$ cat src/rtl/wb_arbiter.sv
// Register-file write-port arbiter: a 2-entry in-order ALU-result queue shares one
// registered write port with un-throttled load returns, which always take priority.
module wb_arbiter #(
    parameter int DEPTH = 2
) (
    input  logic        clk,
    input  logic        rst,
    input  logic        alu_valid,
    input  logic [3:0]  alu_dest,
    input  logic [23:0] alu_data,
    output logic        alu_ready,
    input  logic        ld_valid,
    input  logic [3:0]  ld_dest,
    input  logic [23:0] ld_data,
    output logic        reg_write_en,
    output logic [3:0]  reg_write_dest,
    output logic [23:0] reg_write_data,
    output logic [15:0] busy,
    output logic [1:0]  q_count
);

    logic [3:0]  dest_mem_r [DEPTH];
    logic [23:0] data_mem_r [DEPTH];
    logic [1:0]  valid_r;
    logic        wr_ptr_r;
    logic        rd_ptr_r;
    logic [1:0]  count_r;
    logic        enq_s;
    logic        deq_s;
    logic [3:0]  head_dest_s;
    logic [23:0] head_data_s;
    logic [15:0] busy_s;

    assign q_count     = count_r;
    assign head_dest_s = dest_mem_r[rd_ptr_r];
    assign head_data_s = data_mem_r[rd_ptr_r];
    assign busy        = busy_s;

    // Handshake: readiness comes from registered occupancy only, loads block dequeue.
    always_comb begin
        alu_ready = 1'b0;
        if (!rst && (count_r < 2'd2)) begin
            alu_ready = 1'b1;
        end else begin
            alu_ready = 1'b0;
        end
        enq_s = alu_valid & alu_ready;
        deq_s = ~ld_valid & (count_r != 2'd0);
    end

    // Scoreboard of destinations still waiting in the queue; $zero is never busy.
    always_comb begin
        busy_s = 16'h0000;
        for (int i = 0; i < DEPTH; i++) begin
            busy_s = busy_s | (valid_r[i] ? (16'h0001 << dest_mem_r[i]) : 16'h0000);
        end
        busy_s[0] = 1'b0;
    end

    // Queue storage, pointers and occupancy.
    always_ff @(posedge clk) begin
        if (rst) begin
            for (int i = 0; i < DEPTH; i++) begin
                dest_mem_r[i] <= 4'd0;
                data_mem_r[i] <= 24'd0;
            end
            valid_r  <= 2'b00;
            wr_ptr_r <= 1'b0;
            rd_ptr_r <= 1'b0;
            count_r  <= 2'd0;
        end else begin
            if (enq_s) begin
                dest_mem_r[wr_ptr_r] <= alu_dest;
                data_mem_r[wr_ptr_r] <= alu_data;
                valid_r[wr_ptr_r]    <= 1'b1;
                wr_ptr_r             <= ~wr_ptr_r;
            end
            if (deq_s) begin
                valid_r[rd_ptr_r] <= 1'b0;
                rd_ptr_r          <= ~rd_ptr_r;
            end
            case ({enq_s, deq_s})
                2'b10:   count_r <= count_r + 2'd1;
                2'b01:   count_r <= count_r - 2'd1;
                default: count_r <= count_r;
            endcase
        end
    end

    // Registered write port: load first, else queue head, else idle holding dest/data.
    always_ff @(posedge clk) begin
        if (rst) begin
            reg_write_en   <= 1'b0;
            reg_write_dest <= 4'd0;
            reg_write_data <= 24'd0;
        end else if (ld_valid) begin
            reg_write_en   <= (ld_dest != 4'd0);
            reg_write_dest <= ld_dest;
            reg_write_data <= ld_data;
        end else if (count_r != 2'd0) begin
            reg_write_en   <= (head_dest_s != 4'd0);
            reg_write_dest <= head_dest_s;
            reg_write_data <= head_data_s;
        end else begin
            reg_write_en   <= 1'b0;
            reg_write_dest <= reg_write_dest;
            reg_write_data <= reg_write_data;
        end
    end

endmodule

$ cat config.mk
export PLATFORM = sky130hd
export DESIGN_NAME = wb_arbiter
export DESIGN_NICKNAME = d
export VERILOG_FILES = /design/src/rtl/wb_arbiter.sv
export SDC_FILE = /design/constraint.sdc
export NUM_CORES = 1
export LEC_CHECK = 0
export ABC_AREA = 1
export BUFFER_PORTS_ARGS = -buffer_cell sky130_fd_sc_hd__buf_2
export CORE_MARGIN = 1.5
export CORE_UTILIZATION = 48
export DETAILED_ROUTE_END_ITERATION = 12
export GPL_TIMING_DRIVEN = 0
export PLACE_DENSITY = 0.76
export SLEW_MARGIN = 15
export SYNTH_ARGS = -nofsm -noshare
export SYNTH_HDL_FRONTEND = slang
export SYNTH_SLANG_ARGS = --single-unit
$ cat constraint.sdc
create_clock -name clk -period 1.69 [get_ports clk]
set_input_delay 0.0845 -clock clk [delete_from_list [all_inputs] [get_ports clk]]
set_output_delay 0.0845 -clock clk [all_outputs]
set_load 0.005 [all_outputs]
==> summary.md, run 1 <==
| Metric | Value |
|---|---|
| Multi-input logic area | `0.00153 sq mm` |
| WL/cell | `15.0 um` |
| Gp weighted congestion | `0.878` |
| Synth top cells by count | `nand2_1, nor2_1, edfxtp_1, inv_1, dfxtp_1` |
| Starting Density | `0.492` |
| Port Buf Inserts | `106` |
| Worst Setup Start Kind | `flip-flop` |
| Global-route wire length before repair | `16.6 mm` |
| Status | `finished with violations` |
| FP Rows | `34` |
| Largest net degree at the start of global routing | `30` |
| Unrepaired setup endpoints after global routing | `false` |
| Worst-path clk slew | `100 ps` |
| Top FF cell, synth | `edfxtp_1` |
| Mapped Cells | `470` |
| Seq/Total Area, Yosys | `0.565` |
| Synth Area in Compound Gates | `0.128` |
| CP Cell Sequence | `nor2_2 -> nand2_2 -> inv_2 -> nand2_1 -> clkbuf_4 -> nand2_8` |
| Vias in the first global route | `3535` |
| Root Buffer | `clkbuf_8` |
| Final max-slew violation count | `0` |
| Core area | `0.00864 sq mm` |
| Worst-path maximum fanout | `14` |
| Critical Path End Type | `flip-flop` |
| Worst EP required | `1750 ps` |
| Simple-gate area share of the yosys netlist | `0.218` |
| CTS buffer count | `9` |
| Area growth, synth to finish | `21.7%` |
| Register bit count reported by yosys | `92` |
| Power per cell area | `approximately 900 mW/mm^2` |
| Htree depth | `3` |
| Post-Synth XOR/XNOR Area | `0` |
| Peak Freq | `636 MHz` |
| Worst vdd ir | `0.574 mV` |
| Initial drt markers | `between 200 and 250` |
| Syn_nets | `530` |
| CP Data Arrival Time | `1630 ps` |
| Synth unique cells | `29` |
| Slowest-stage cell, CP | `dfxtp_1` |
| DRT Pass-1 Iters | `5` |
| Ranking of synthesized cells by area | `edfxtp_1, dfxtp_1, nand2_1, nor2_1, inv_1` |
| Remaining Overflow, GRT | `0` |
| Fin crit share | `0.931` |
| Final Hold Vio Count | `1` |
| Layout cells sized above 1 | `0.317` |
| CTS tree | `yes` |
| CTS sink cnt | `92` |
| Die area | `0.00943 sq mm` |
| Die H | `97.1 um` |
| Vias | `3673` |
| Multiplexer share of the synthesized area | `0` |
| CP Class | `reg -> reg` |
| Largest area contributor in the netlist | `edfxtp_1` |
| Yosys warns | `0` |
| Die Wd | `97.1 um` |
| Max-cap violations | `0` |
| Relative slew slack | `0.379` |
| Worst Hold Class | `in -> reg` |
| Total Wirelength | `around 11 mm` |
| Nets | `roughly 650` |
| Combinational family with the most area after synthesis | `simple AND/OR/NAND/NOR gates` |
| Clk buf depth | `2` |
| Pleak | `0.00243 uW` |
| Failing checks | `hold timing` |
| HPWL after detailed placement | `7.37 mm` |
| Mapped cell area | `0.00425 sq mm` |
| Drt drc | `0` |
| Reg area | `0.00240 sq mm` |
| Initial antenna violation count | `0` |
| I/O pin count | `approximately 110` |
| Final setup vio count | `0` |
| Number of flops mapped to enable cells by yosys | `56` |
| Post-synthesis adder-cell area fraction | `0` |
| Syn_area_per_cell | `9.04 sq um` |
| Setup TNS | `0 ps` |
| Critical Path Max Stage Delay | `380 ps` |
| Layout fillers | `736` |
| Diode count | `0` |
| Tmin final | `roughly 1600 ps` |
| Post-synth ARST share | `0` |
| Setup Skew | `about 7.5 ps` |
| Yosys top cell area share | `0.396` |
| Worst Tran Pin Value | `a little over 900 ps` |
| Most common cell in the netlist | `nand2_1` |
| Vias per cell | `5.22` |
| Total GRT Usage | `0.227` |
| Hold Slack | `-1.98 ps` |
| Routed Antenna Nets | `0` |
| Skew-Pair Late Insertion Delay | `360 ps` |
[cell families after synthesis]
group | count (synthesis)
DFF | 92
buffers and inverters | 84
and+or+nand+nor | 212
AOI/OAI and AO/OA | 81
other | 1
[state kept, by name, indices dropped and copies added (netlist names), named ones only]
signal and count:
reg_write_en 1, wr_ptr_r 1, dest_mem_r 8, valid_r 2
reg_write_dest 4, rd_ptr_r 1, q_count 2, reg_write_data 24
data_mem_r 48
[power by group]
part	internal, uW	total, uW	switching (uW)
Sequential	2540	2610	71.7
Combinational	295	733	438
Clock	536	1340	803
[cell usage in the layout (no fill, tap or decap), drive strengths merged]
cell type / Yosys / routed
buf: 21 / 127
nand2: 101 / 102
nor2: 68 / 68
inv: 59 / 60
edfxtp: 56 / 56
dfxtp: 36 / 36
a21oi: 27 / 27
nand3: 21 / 21
or2: 21 / 21
o211ai: 20 / 20
o22ai: 14 / 14
clkbuf: 3 / 13
o21ai: 11 / 11
a31oi: 8 / 8
clkinv: 1 / 4
dlygate4sd3: 0 / 3
clkinvlp: 0 / 2
o32ai: 1 / 1
nor3: 1 / 1
conb: 1 / 1
[path summary, 6_finish.rpt]
path	slack, ps	endpoint	cells after the start	from
max	120	data_mem_r[0][13]	6	q_count[1]
min	-2	reg_write_data[6]	3	ld_data[6]
max reg2reg	120	data_mem_r[0][13]	6	q_count[1]
min reg2reg	470	valid_r[0]	2	valid_r[0]
[timing repair]
| item | 4_1_cts | 5_1_grt |
|---|---|---|
| hold endpoints to repair | 3 | 0 |
| setup buffers | 0 | 1 |
| gates cloned | 0 | 1 |
| endpoints found under the setup margin | 57 | 36 |
| hold buffers | 3 | 0 |
| resized for setup | 4 | 2 |
[layout make-up]
cell class | count | area share
Buffer | 23 | 0.0285
Clock buffer | 10 | 0.0247
Clock inverter | 6 | 0.00798
Inverter | 60 | 0.0435
Multi-Input combinational cell | 295 | 0.295
Sequential cell | 92 | 0.464
Tap cell | 108 | 0.0261
Timing Repair Buffer | 110 | 0.110
[per-layer routing]
metal	share of wire	up-vias	track usage
met5	0	-	0
met4	0.020	0	0.100
met3	0.062	14	0.0309
met2	0.52	125	0.407
met1	0.40	1750	0.271
li1	-	1784	-
[stage by stage]
step | utilization | power (uW) | setup slack, ps | instances | area, sq um
2_1_floorplan | - | 3090 | 48.4 | 470 | 4260
3_3_place_gp | 0.570 | 3350 | -261 | 684 | 4920
3_5_place_dp | 0.570 | 3370 | -287 | 684 | 4920
4_1_cts | 0.596 | 4670 | 14.3 | 703 | 5150
5_1_grt | 0.599 | 4860 | 27.6 | 704 | 5170
6_report | 0.599 | 4690 | 117 | 704 | 5170
[critical path: cells and delay by family (launching register included)]
kind          cells  cell delay [ps]
flops             1              380
simple gates      4              550
buf+inv           2              340
Power figures use the tool's default switching activity.
==> run 2, diff against run 1 <==
--- a/config.mk
+++ b/config.mk
@@ -8,10 +8,9 @@
 export ABC_AREA = 1
 export BUFFER_PORTS_ARGS = -buffer_cell sky130_fd_sc_hd__buf_2
 export CORE_MARGIN = 1.5
-export CORE_UTILIZATION = 48
+export CORE_UTILIZATION = 38
 export DETAILED_ROUTE_END_ITERATION = 12
 export GPL_TIMING_DRIVEN = 0
-export PLACE_DENSITY = 0.76
 export SLEW_MARGIN = 15
 export SYNTH_ARGS = -nofsm -noshare
 export SYNTH_HDL_FRONTEND = slang
==> run 2 against run 1 <==
- final cell count increased by 5.4%
- combinational power grew 2%
- clock power up 3%
- the flow now finishes without violations
==> summary.md, run 2 (synthesis gave the netlist of run 1 again) <==
| Metric | Value |
|---|---|
| Status | `complete, no violations` |
| Layout cells sized above 1 | `0.317 (about the same)` |
| Diode count | `0 (unchanged)` |
| Die Wd | `109 um (+12%)` |
| Critical Path Max Stage Delay | `410 ps (+30 ps)` |
| Nets | `657 (+0.92%)` |
| CTS sink cnt | `92 (unchanged)` |
| Critical Path End Type | `output port` |
| Starting Density | `0.390 (-0.102)` |
| DRT Pass-1 Iters | `4 (-1)` |
| Multi-input logic area | `0.00153 sq mm (unchanged)` |
| CTS tree | `yes` |
| Worst-path maximum fanout | `7 (-7)` |
| Area growth, synth to finish | `24.3%` |
| HPWL after detailed placement | `7.61 mm (+3.2%)` |
| CP Class | `reg -> out` |
| Setup TNS | `0 ps (unchanged)` |
| Global-route wire length before repair | `17.4 mm (+5.1%)` |
| Clk buf depth | `2 (unchanged)` |
| Worst r2r src | `q_count[1]` |
| Highest-count cells in the layout ignoring fill and taps | `buf_2, nand2_1, nor2_1, edfxtp_1, inv_1` |
| Worst Tran Pin Value | `910 ps (-21.2 ps)` |
| Biggest register | `data_mem_r` |
| Die area | `0.0118 sq mm (+25%)` |
| Htree depth | `3 (unchanged)` |
| Skew-Pair Late Insertion Delay | `370 ps (about the same)` |
| Core area | `0.0109 sq mm (+26%)` |
| Reg2Reg Setup Slack | `130 ps (about the same)` |
| Hold_sp | `ld_data[22]` |
| Power per cell area | `896 mW/mm^2 (-1.1%)` |
| Relative slew slack | `0.393 (+0.0141)` |
| CP Data Arrival Time | `1510 ps (-120 ps)` |
| Setup Skew | `11.0 ps (+3.51 ps)` |
| Drt drc | `0 (unchanged)` |
| Most common cell after layout, fill and taps aside | `buf_2` |
| Initial antenna violation count | `0 (unchanged)` |
| Biggest regs | `data_mem_r x48, reg_write_data x24, dest_mem_r x8` |
| Worst Setup SP | `dest_mem_r[0][3]` |
| Fin crit share | `0.944 (+0.0135)` |
| Final max-slew violation count | `0 (unchanged)` |
| Largest net degree at the start of global routing | `30 (unchanged)` |
| CP Cell Sequence | `or2_2 -> o22ai_1 -> buf_2` |
| Final Hold Vio Count | `0 (-1)` |
| I/O pin count | `108 (unchanged)` |
| Final setup vio count | `0 (unchanged)` |
| Root Buffer | `clkbuf_8` |
| Pleak | `0.00247 uW (+1.5%)` |
| Total Wirelength | `11.0 mm (+4.1%)` |
| Worst-path clk slew | `90 ps (about the same)` |
| Reg area | `0.00240 sq mm (about the same)` |
| Peak Freq | `627 MHz (-1.4%)` |
| Vias in the first global route | `3533 (-0.057%)` |
| Initial drt markers | `221 (+5.2%)` |
| Worst vdd ir | `0.492 mV (-14%)` |
| Vias per cell | `4.84 (-7.3%)` |
| Layout fillers | `1061 (+44%)` |
| CTS buffer count | `9 (unchanged)` |
| Unrepaired setup endpoints after global routing | `false` |
| Routed Antenna Nets | `0 (unchanged)` |
| Max reg flops | `48 (unchanged)` |
| Remaining Overflow, GRT | `0 (unchanged)` |
| Vias | `3590 (-2.3%)` |
| Worst EP required | `1610 ps (-140 ps)` |
| Port Buf Inserts | `106 (unchanged)` |
| Die H | `109 um (+12%)` |
| Worst Setup Start Kind | `flip-flop` |
| Post-route design area | `0.00528 sq mm (+2.1%)` |
| Slowest-stage cell, CP | `edfxtp_1` |
| Total GRT Usage | `0.197 (-0.0298)` |
| FP Rows | `38 (+12%)` |
| Max-cap violations | `0 (unchanged)` |
| Gp weighted congestion | `0.819 (-6.7%)` |
| Post-Place Cell Area | `0.00496 sq mm (+0.81%)` |
| Tmin final | `1600 ps (+22.8 ps)` |
| WL/cell | `14.8 um (-1.3%)` |
| Worst Hold Class | `in -> reg` |
==> run 2: cell types whose count changed in the layout (fill, tap and decap cells not counted), sizes merged <==
cell / change
dlygate4sd3: +5
clkinvlp: -1
buf: +1
inv: -1
clkbuf: +2
==> run 2: layout make-up <==
| cell class | instances | share of cell area |
|---|---|---|
| sequential | 92 | 0.455 |
| multi-input combinational | 295 | 0.289 |
| timing repair buffer | 116 | 0.118 |
| inverter | 60 | 0.0426 |
| tap | 140 | 0.0332 |
| clock buffer | 12 | 0.0294 |
| buffer | 23 | 0.0279 |
| clock inverter | 4 | 0.00474 |
==> run 2: through the flow <==
step	hold slack (ps)	utilization	setup slack, ps	total power [uW]	std cells
floorplan	195	-	48.4	3090	470
global route	21.2	0.485	1.26	4960	742
finish	14.6	0.485	94.4	4730	742
global placement	359	0.456	-341	3360	716
CTS	0.250	0.482	48.9	4760	739
detailed placement	372	0.456	-383	3380	716
==> run 2: final timing paths <==
kind,to,cells after the start
worst max-delay path,busy[6],3
worst min-delay path,reg_write_data[22],5
worst max register to register,dest_mem_r[0][0],6
worst min register to register,valid_r[0],2
==> run 2: timing repair <==
| item | in CTS | in global routing |
|---|---|---|
| setup endpoints to repair | 60 | 29 |
| resized for setup | 5 | 2 |
| hold buffers | 8 | 0 |
| hold endpoints to repair | 8 | 0 |
| pin swaps | 0 | 0 |
| buffers inserted | 0 | 2 |
| gates cloned | 0 | 1 |
==> run 2: metal layers <==
layer | vias up | GRT usage | routed length (um)
met5 | - | 0 | 0
met1 | 1657 | 0.258 | 5030
li1 | 1796 | - | -
met4 | 0 | 0.0752 | 202
met3 | 18 | 0.0353 | 671
met2 | 119 | 0.326 | 5080
==> run 2: worst max-delay path, delay by kind of cell, from the launching register on <==
kind,cells,cell delay [ps]
buffers and inverters,1,140
AND/OR/NAND/NOR,1,390
AO/OA/AOI/OAI,1,200
flip-flops,1,410
==> run 2: report_power, final <==
group | total, uW | internal, uW | switching [uW]
clock | 1380 | 611 | 766
combinational | 744 | 303 | 441
sequential | 2610 | 2540 | 70.9
==> run 3, diff against run 2 <==
--- a/config.mk
+++ b/config.mk
@@ -11,6 +11,7 @@
 export CORE_UTILIZATION = 38
 export DETAILED_ROUTE_END_ITERATION = 12
 export GPL_TIMING_DRIVEN = 0
+export HOLD_SLACK_MARGIN = 0.08
 export SLEW_MARGIN = 15
 export SYNTH_ARGS = -nofsm -noshare
 export SYNTH_HDL_FRONTEND = slang
==> run 3 against run 2 <==
- sequential share of layout area decreased by 3.9 points
- via count up 6.5%
- clock skew decreased by 1.9 ps
- combinational power increased by 13%
- first-iteration DRC count fell by 5.9%
- total power increased by 2.0%
- largest power group unchanged
==> summary.md, run 3 (synthesis gave the netlist of run 1 again) <==
| Metric | Value |
|---|---|
| Status | `complete, no violations` |
| Port Buf Inserts | `106 (unchanged)` |
| Internal power | `3530 uW (+2.2%)` |
| Drt drc | `0 (unchanged)` |
| Post-route design area | `0.00578 sq mm (+9.5%)` |
| Worst-path clk slew | `90 ps (about the same)` |
| CTS buffer count | `9 (unchanged)` |
| Root Buffer | `clkbuf_8` |
| Worst r2r src | `q_count[1]` |
| Remaining Overflow, GRT | `0 (unchanged)` |
| Layout cells sized above 1 | `0.293 (-0.0243)` |
| Total GRT Usage | `0.209 (+0.0114)` |
| Final max-slew violation count | `0 (unchanged)` |
| Combinational power share | `0.174 (+0.017)` |
| Die H | `109 um (unchanged)` |
| CP Data Arrival Time | `1510 ps (about the same)` |
| Die area | `0.0118 sq mm (unchanged)` |
| Highest-count cells in the layout ignoring fill and taps | `buf_2, nand2_1, nor2_1, dlygate4sd3_1, edfxtp_1` |
| Routed Antenna Nets | `0 (unchanged)` |
| End of the critical path | `busy[6]` |
| Largest net degree at the start of global routing | `30 (unchanged)` |
| I/O pin count | `108 (unchanged)` |
| Reg2Reg Depth | `6 (unchanged)` |
| Final Hold Vio Count | `0 (unchanged)` |
| Tmin final | `1590 ps (-5.56 ps)` |
| WL/cell | `14.8 um (+0.27%)` |
| Core area | `0.0109 sq mm (unchanged)` |
| Met2 Routed Length | `5.71 mm (+13%)` |
| Layout fillers | `1008 (-5.0%)` |
| Worst vdd ir | `0.489 mV (-0.68%)` |
| Initial antenna violation count | `0 (unchanged)` |
| Hold_sp | `ld_valid` |
| Cells after DPL | `716 (unchanged)` |
| Worst Tran Pin Value | `931 ps (+20.7 ps)` |
| Peak Freq | `629 MHz (+0.35%)` |
| Max reg flops | `48 (unchanged)` |
| Reg2Reg Setup Slack | `130 ps (about the same)` |
| Clk buf depth | `2 (unchanged)` |
| Post-Place Worst Slack | `-383 ps (unchanged)` |
| Worst Hold Class | `in -> reg` |
| Final setup vio count | `0 (unchanged)` |
| Vias in the first global route | `3766 (+6.6%)` |
| Post-Place Cell Area | `0.00496 sq mm (unchanged)` |
| CTS sink cnt | `92 (unchanged)` |
| Htree depth | `3 (unchanged)` |
| DRT Pass-1 Iters | `5 (+1)` |
| Diode count | `0 (unchanged)` |
| Power per cell area | `835 mW/mm^2 (-6.8%)` |
| Setup Skew | `9.08 ps (-1.89 ps)` |
| Max-cap violations | `0 (unchanged)` |
| Worst-path maximum fanout | `7 (unchanged)` |
| Global-route wire length before repair | `18.4 mm (+5.5%)` |
| CTS tree | `yes` |
| Initial drt markers | `208 (-5.9%)` |
| Biggest regs | `data_mem_r x48, reg_write_data x24, dest_mem_r x8` |
| Total Wirelength | `11.8 mm (+7.0%)` |
| HPWL after detailed placement | `7.61 mm (unchanged)` |
| FP Rows | `38 (unchanged)` |
| Final worst slack | `100 ps (+5.56 ps)` |
| Hold Slack | `225 ps (+211 ps)` |
| Final Non-Filler Cells | `792 (+6.7%)` |
| Most common cell after layout, fill and taps aside | `buf_2` |
| Sw Share | `0.269 (-0.00114)` |
| Setup TNS | `0 ps (unchanged)` |
| Unrepaired setup endpoints after global routing | `false` |
| Fin crit share | `0.941 (-0.00329)` |
| Worst Setup Start Kind | `flip-flop` |
| Clock network power share | `0.285 (-0.006)` |
| Area growth, synth to finish | `36.1%` |
| Top layer in use | `met4` |
| R2R Path End | `dest_mem_r[0][0]` |
| Starting Density | `0.390 (unchanged)` |
| Skew-Pair Late Insertion Delay | `360 ps (about the same)` |
| Relative slew slack | `0.379 (-0.0138)` |
| Psw | `1300 uW (+1.6%)` |
| Nets | `707 (+7.6%)` |
| CP Class | `reg -> out` |
| Worst EP required | `1610 ps (about the same)` |
| Critical Path End Type | `output port` |
| Vias per cell | `4.83 (-0.23%)` |
| Vias | `3823 (+6.5%)` |
| Biggest register | `data_mem_r` |
| Pleak | `0.00268 uW (+8.4%)` |
| Gp weighted congestion | `0.819 (unchanged)` |
| Worst Setup SP | `dest_mem_r[0][3]` |
| Metal3 WL | `822 um (+23%)` |
| Flop pwr share | `0.542 (-0.010)` |
| Die Wd | `109 um (unchanged)` |
| Routed met1 length | `4.97 mm (-1.1%)` |
[run 3: cell types whose count changed in the layout (fill, tap and decap cells not counted), sizes merged]
cell         previous run  this run
dlygate4sd3             8        58
[run 3: power by group through the flow]
stage	Sequential (uW)	Combinational [uW]	Clock [uW]
4_1_cts	2610	828	1410
2_1_floorplan	2660	431	0
3_5_place_dp	2670	716	0
3_3_place_gp	2660	703	0
6_report	2620	840	1370
5_1_grt	2630	935	1480
[run 3: what timing repair did]
action | 4_1_cts | 5_1_grt
cloned | 0 | 1
setup endpoints to repair | 60 | 29
hold endpoints to repair | 84 | 0
buffers inserted | 0 | 2
pin swaps | 0 | 0
resized for setup | 5 | 2
hold buffers | 58 | 0
[run 3: metal layers]
layer / up-vias / global-route usage
li1: 1894 / -
met1: 1757 / 0.259
met2: 152 / 0.359
met3: 20 / 0.0395
met4: 0 / 0.0789
met5: - / 0
[run 3: worst max-delay path: stages (launching register included)]
cell	delay (ps)
edfxtp_1	410
or2_2	390
o22ai_1	200
buf_2	140
[run 3: worst min path at each step]
stage	end	slack (ps)	depth (start not counted)
floorplan	alu_ready	190	1
global placement	reg_write_data[4]	360	3
detailed placement	reg_write_data[6]	370	3
CTS	q_count[0]	200	5
global route	reg_write_data[10]	240	4
finish	q_count[0]	230	5
[run 3: cell type report]
class                   count  area (sq um)  share of cell area
well taps                 140           175              0.0303
inverters                  60           225              0.0389
plain buffers              23           148              0.0255
flip-flops and latches     92          2400               0.416
repair buffers            166          1130               0.195
clock inverters             4          25.0             0.00433
clock buffers              12           155              0.0268
multi-input cells         295          1530               0.264
[run 3: per-stage QoR]
| stage | utilization | power (uW) |
|---|---|---|
| floorplan | - | 3090 |
| global placement | 0.456 | 3360 |
| detailed placement | 0.456 | 3380 |
| CTS | 0.528 | 4850 |
| global route | 0.531 | 5050 |
| finish | 0.531 | 4830 |
